===== src/rtl/dma_chan_sched.sv =====
// Round-robin front end that shares one DMA engine between NUM_CH requesters.
// It grants one descriptor at a time, drives the engine go/descriptor handshake,
// and reports a per-channel done/error pulse when the engine finishes.
//
// state    | meaning
// ---------+-----------------------------------------------------------------
// IDLE     | no owner; arbitrate and capture winner's descriptor
// LOCAL    | zero-length descriptor, completed without touching the engine
// GO       | go asserted, waiting for the engine to show active or done
// WAIT     | engine running, waiting for done
// RELEASE  | go dropped, waiting for the engine to clear done

package dma_pkg;

  typedef struct packed {
    logic [31:0] src_addr;
    logic [31:0] dst_addr;
    logic [15:0] num_bytes;
  } s_dma_desc_t;

  typedef struct packed {
    logic done;
    logic active;
    logic error;
  } s_dma_status_t;

  typedef enum logic [1:0] {
    DMA_ERR_NONE = 2'd0,
    DMA_ERR_RD   = 2'd1,
    DMA_ERR_WR   = 2'd2,
    DMA_ERR_CFG  = 2'd3
  } e_dma_err_src_t;

  typedef struct packed {
    e_dma_err_src_t src;
    logic [31:0]    addr;
  } s_dma_error_t;

endpackage

module dma_chan_sched
  import dma_pkg::*;
#(
  parameter int NUM_CH      = 4,
  parameter int TIMEOUT_CYC = 65535
) (
  input  logic                        clk,
  input  logic                        rstn,
  input  logic [NUM_CH-1:0]           ch_req_i,
  input  s_dma_desc_t [NUM_CH-1:0]    ch_desc_i,
  output logic [NUM_CH-1:0]           ch_ack_o,
  output logic [NUM_CH-1:0]           ch_done_o,
  output logic [NUM_CH-1:0]           ch_err_o,
  output s_dma_error_t                err_info_o,
  output logic                        timeout_o,
  output logic                        busy_o,
  output logic [$clog2(NUM_CH)-1:0]   cur_ch_o,
  output logic                        dma_go_o,
  output s_dma_desc_t                 dma_desc_o,
  input  s_dma_status_t               dma_stats_i,
  input  s_dma_error_t                dma_error_i
);

  localparam int          CW       = $clog2(NUM_CH);
  localparam bit          WDOG_EN  = (TIMEOUT_CYC != 0);
  localparam logic [15:0] TMO_LAST = 16'(TIMEOUT_CYC - 1);

  typedef enum logic [2:0] {
    S_IDLE    = 3'd0,
    S_LOCAL   = 3'd1,
    S_GO      = 3'd2,
    S_WAIT    = 3'd3,
    S_RELEASE = 3'd4
  } state_t;

  state_t            state_q, state_d;
  logic [CW-1:0]     rr_q;
  logic [CW-1:0]     grant_idx;
  logic              grant_vld;
  logic              in_run;
  logic              rel_first_q;
  logic              local_done_q;
  logic [15:0]       wdog_q;
  logic              err_flag_q;
  logic              eng_err_seen_q;
  logic              err_cap;

  assign in_run   = (state_q == S_GO) || (state_q == S_WAIT);
  assign busy_o   = (state_q != S_IDLE);
  assign dma_go_o = in_run;
  assign timeout_o = WDOG_EN && in_run && (wdog_q == TMO_LAST);

  // Engine error counts while running and on the cycle done is reported.
  assign err_cap = dma_stats_i.error && (in_run || ((state_q == S_RELEASE) && rel_first_q));

  // Pick the first requester after the last winner, wrapping around.
  always_comb begin
    logic [CW-1:0] idx;
    grant_vld = 1'b0;
    grant_idx = '0;
    idx       = '0;
    for (int i = 1; i <= NUM_CH; i++) begin
      idx = CW'((int'(rr_q) + i) % NUM_CH);
      if (!grant_vld && ch_req_i[idx]) begin
        grant_vld = 1'b1;
        grant_idx = idx;
      end
    end
  end

  // Next-state decode.
  always_comb begin
    state_d = state_q;
    unique case (state_q)
      S_IDLE: begin
        if (grant_vld) begin
          state_d = (ch_desc_i[grant_idx].num_bytes == 16'd0) ? S_LOCAL : S_GO;
        end
      end
      S_LOCAL:   state_d = S_IDLE;
      S_GO:      if (dma_stats_i.active || dma_stats_i.done) state_d = S_WAIT;
      S_WAIT:    if (dma_stats_i.done) state_d = S_RELEASE;
      S_RELEASE: if (!dma_stats_i.done) state_d = S_IDLE;
      default:   state_d = S_IDLE;
    endcase
  end

  // State register.
  always_ff @(posedge clk or negedge rstn) begin
    if (!rstn) state_q <= S_IDLE;
    else       state_q <= state_d;
  end

  // Grant capture: descriptor, owner, rotation pointer and ack pulse.
  always_ff @(posedge clk or negedge rstn) begin
    if (!rstn) begin
      rr_q       <= CW'(NUM_CH - 1);
      cur_ch_o   <= '0;
      dma_desc_o <= '0;
      ch_ack_o   <= '0;
    end else begin
      ch_ack_o <= '0;
      if ((state_q == S_IDLE) && grant_vld) begin
        rr_q                <= grant_idx;
        cur_ch_o            <= grant_idx;
        dma_desc_o          <= ch_desc_i[grant_idx];
        ch_ack_o[grant_idx] <= 1'b1;
      end
    end
  end

  // Completion markers: the done pulse lands one cycle after LOCAL or on RELEASE entry.
  always_ff @(posedge clk or negedge rstn) begin
    if (!rstn) begin
      rel_first_q  <= 1'b0;
      local_done_q <= 1'b0;
    end else begin
      rel_first_q  <= (state_q == S_WAIT) && dma_stats_i.done;
      local_done_q <= (state_q == S_LOCAL);
    end
  end

  // Watchdog: counts GO/WAIT cycles, saturates, clears when idle.
  always_ff @(posedge clk or negedge rstn) begin
    if (!rstn) begin
      wdog_q <= '0;
    end else if (state_q == S_IDLE) begin
      wdog_q <= '0;
    end else if (in_run && (wdog_q != 16'hFFFF)) begin
      wdog_q <= wdog_q + 16'd1;
    end
  end

  // Sticky per-transfer error state; err_info keeps the first engine error of a transfer.
  always_ff @(posedge clk or negedge rstn) begin
    if (!rstn) begin
      err_flag_q     <= 1'b0;
      eng_err_seen_q <= 1'b0;
      err_info_o     <= '0;
    end else if (state_q == S_IDLE) begin
      err_flag_q     <= 1'b0;
      eng_err_seen_q <= 1'b0;
    end else begin
      if (err_cap || timeout_o) err_flag_q <= 1'b1;
      if (err_cap) begin
        eng_err_seen_q <= 1'b1;
        if (!eng_err_seen_q) err_info_o <= dma_error_i;
      end
    end
  end

  // Per-channel completion report for the current owner.
  always_comb begin
    ch_done_o = '0;
    ch_err_o  = '0;
    if (rel_first_q) begin
      ch_done_o[cur_ch_o] = 1'b1;
      ch_err_o[cur_ch_o]  = err_flag_q || dma_stats_i.error;
    end else if (local_done_q) begin
      ch_done_o[cur_ch_o] = 1'b1;
    end
  end

endmodule


===== config.mk =====
export PLATFORM = sky130hd
export DESIGN_NAME = dma_chan_sched
export DESIGN_NICKNAME = d
export VERILOG_FILES = /design/src/rtl/dma_chan_sched.sv
export SDC_FILE = /design/constraint.sdc
export NUM_CORES = 1
export LEC_CHECK = 0
export CAP_MARGIN = 20
export CELL_PAD_IN_SITES_DETAIL_PLACEMENT = 1
export CELL_PAD_IN_SITES_GLOBAL_PLACEMENT = 1
export CORE_AREA = 2 2 192 194
export CTS_BUF_LIST = sky130_fd_sc_hd__clkbuf_16
export DETAILED_ROUTE_END_ITERATION = 7
export DIE_AREA = 0 0 194 196
export DONT_BUFFER_PORTS = 1
export PLACE_DENSITY_LB_ADDON = 0.1
export SLEW_MARGIN = 25
export SYNTH_ARGS = -nofsm -noshare
export SYNTH_HDL_FRONTEND = slang
export SYNTH_SLANG_ARGS = --single-unit

===== constraint.sdc =====
create_clock -name clk -period 4.65 [get_ports clk]
set_input_delay 0.93 -clock clk [delete_from_list [all_inputs] [get_ports clk]]
set_output_delay 0.93 -clock clk [all_outputs]
set_load 0.01 [all_outputs]

==> impl_results.md <==
* Critical Path Source Type: flop
* Total power at 6.67 mW
* Int Pwr at around 3.7 mW
* Highest clock rate at approximately 340 MHz
* Global Route Usage Sum at 16.2%
* Seq/Total Area, Yosys at between 40 and 50%
* Worst-path maximum fanout at 62
* Flops & latches, synth at about 150
* Ports at between 400 and 500
* Mapped Area at between 0.008 and 0.009 sq mm
* Core box area at approximately 0.036 sq mm
* Hold Vio Cnt, Final at 0
* Main area contributors after synthesis: dfrtp_1 44%, nand2_1 13%, nor2_1 10%
* Largest net degree at the start of global routing at about 150
* Clock sinks at 145
* Die area at 0.0380 sq mm
* Syn-to-layout area delta at 12.1%
* Clk buf depth at 2
* P_sw at about 3.0 mW
* Distinct cells, synth at 43
* Vias per cell at ~4.7
* Maximum VDD drop at between 0.3 and 0.4 mV
* RSZ-0062 raised after global routing: false
* Slew headroom at between 30% and 40%
* Worst slack at placement at 1.27 ns
* Final Cycle Share at 62.5%
* Initial core utilization at a little under a quarter
* Worst setup path category: reg -> reg
* Combinational power share at between 30% and 40%
* Clock root buffer: clkbuf_16
* Worst-Margin Slew at ~0.94 ns
* Lkg Pwr at approximately 4 nW
* Min-delay worst type: in -> async
* Worst path required time at approximately 4.9 ns
* Reg2reg start: rr_q[1]
* Global-route wire length before repair at around 47000 um
* Worst setup path startpoint: rr_q[1]
* Final worst setup slack at between 1.5 and 2 ns
* DRT iter0 DRCs at around 170
* Cts hold-fix bufs at 0
* Post-CTS Repair Setup Buffers at 0
* Power per standard cell area at slightly above 700 mW/mm^2
* Via count at between 7k and 8k
* Cell row count at 70
* Status: completed
* Clock power share at 22.5%
* Gr ovfl total at 0
* Flop pwr share at about two fifths
* Layout cell share with drive strength beyond 1 at ~8.5%
* Routed wire length at approximately 32000 um
* Initial antenna violation count at 2
* Clk_skew at 0.0136 ns
* # resized after CTS at 0
* Final Max Tran Viols at 0
* Initial DRT Pass Iterations at 4
* TritonCTS buffer count at 17
* Synth Area per Inst at roughly 7.5 sq um
* HPWL Detailed at roughly 24000 um
* Clk Latency, worst-skew pair at roughly 0.44 ns
* Switching share of power at 44.5%
* Number of port buffers at 0
* GPL Wtd Cong at ~0.80
* Max Cap Viol at 0
* H-tree depth reported by CTS at 4
* WP data arrival at between 3 and 4 ns
* Final nets at between 1k and 1.5k
* TritonCTS clock tree: built
* Top-area cell type share of the netlist area at a little over two fifths
* Detail Route Antenna Nets at 0
* Vias in the first global route at 7433
* DIE WIDTH at approximately 190 um
* Min cycle time layout at a little under 3 ns
* Wire per inst at approximately 21 um
* Synth Instances at approximately 1.1k
* # DRC at 0
* YS warnings at 0
* Final-report setup violation count at 0
* Clock slew at reported path FFs at approximately 0.06 ns
* Total negative slack at 0 ns
* Die H at approximately 200 um
* Synth Net Count at around 1.5k
* Leading area contributor after synthesis: dfrtp_1
* Worst setup EP type: flop
-- through the flow --
| stage | instances | cell area (sq um) | util (%) | hold slack [ns] |
|---|---|---|---|---|
| 3_3_place_gp | 1491 | 8590 | 23.8 | 0.519 |
| 3_5_place_dp | 1491 | 8590 | 23.8 | 0.522 |
| 5_1_grt | 1525 | 9220 | 25.5 | 0.160 |
| 2_1_floorplan | 1091 | 8220 | - | 0.480 |
| 6_report | 1525 | 9220 | 25.5 | 0.196 |
| 4_1_cts | 1523 | 9210 | 25.5 | 0.149 |
-- per-layer routing --
metal | track usage, % | routed length (um)
met3 | 5.64 | 2540
met5 | 0 | 0
met2 | 28.0 | 15900
met1 | 18.5 | 12900
met4 | 6.06 | 627
-- power by group through the flow --
stage / registers (mW) / logic, mW / clock network [mW]
after CTS: 2.65 / 2.63 / 1.56
after detailed placement: 2.67 / 2.63 / 0
after floorplan: 2.37 / 2.09 / 0
after global routing: 2.71 / 2.94 / 1.61
final: 2.62 / 2.55 / 1.50
after global placement: 2.68 / 2.59 / 0
-- final cells by class --
cell class	count	area (sq um)
clock inverters	15	199
flip-flops and latches	145	3630
clock buffers	17	425
diodes	2	5.00
fillers	4412	26900
multi-input cells	862	4220
well taps	468	586
repair buffers	11	133
inverters	5	18.8
-- sequential cells by signal, summed over array words and instances (netlist names) --
signal          cells
local_done_q        1
err_flag_q          1
dma_desc_o         80
rr_q                2
err_info_o         34
ch_ack_o            4
wdog_q             16
rel_first_q         1
state_q             3
cur_ch_o            2
eng_err_seen_q      1
-- path summary, 6_finish.rpt --
path,to,slack [ns],cells past startpoint
min,dma_desc_o[73],0.20,0
max,dma_desc_o[77],1.75,7
max reg2reg,dma_desc_o[77],1.75,7
max in group asynchronous,dma_desc_o[46],4.21,0
min in group clk,wdog_q[12],0.53,2
min reg2reg,wdog_q[12],0.53,2
-- placed cells by master (no fill, tap or decap), types with 3 or more instances in the layout --
| master | count |
|---|---|
| nor4_1 | 4 |
| and4_1 | 4 |
| xor2_1 | 13 |
| and3_1 | 8 |
| mux2_2 | 42 |
| a21oi_1 | 20 |
| o21ai_0 | 7 |
| nand3_1 | 69 |
| clkinv_1 | 3 |
| buf_12 | 4 |
| nor3_1 | 5 |
| buf_4 | 7 |
| clkbuf_16 | 17 |
| o21ai_1 | 128 |
| dfrtp_1 | 143 |
| clkinv_2 | 3 |
| nand2_1 | 281 |
| bufinv_16 | 5 |
| nor2_1 | 226 |
| a32oi_1 | 16 |
| inv_1 | 7 |
| nand2b_1 | 6 |
-- synth_stat cells --
cell	instances
a211oi_1	1
a21boi_1	1
a21oi_1	20
a32oi_1	16
a41oi_2	1
and2_1	2
and2b_1	1
and3_1	9
and4_1	4
buf_1	10
buf_2	39
buf_4	3
buf_6	4
clkbuf_1	23
dfrtp_1	143
dfstp_2	2
ha_1	2
inv_1	5
mux2_2	42
mux2i_1	2
nand2_1	282
nand2b_1	6
nand3_1	70
nand3b_1	2
nand4_1	2
nor2_1	227
nor2b_1	1
nor3_1	5
nor3_2	1
nor3b_1	1
nor4_1	4
o21a_1	2
o21ai_0	7
o21ai_1	128
o21ai_2	2
o22a_1	1
o22ai_1	1
o31a_1	1
o41ai_1	1
or2_1	2
or3_1	1
xnor2_1	1
xor2_1	13
-- critical path, stage by stage, from the launching register on --
cell	delay, ns
dfstp_2	0.61
nand2b_1	0.13
a21boi_1	0.09
o21ai_4	0.74
buf_4	0.66
nand3_1	0.24
o21ai_1	0.14
o21ai_1	0.08
-- cells by family (layout without fill, tap and decap cells) --
logic type	after synthesis	in the layout	synth area share, %
simple gates	620	620	30.8
compound gates	182	182	12.3
flops	145	145	44.2
buf+inv	84	48	4.93
mux	44	44	6.00
xor+xnor	14	14	1.49
fa+ha+maj	2	2	0.304
other cells	0	2	0
Power figures use the tool's default switching activity.
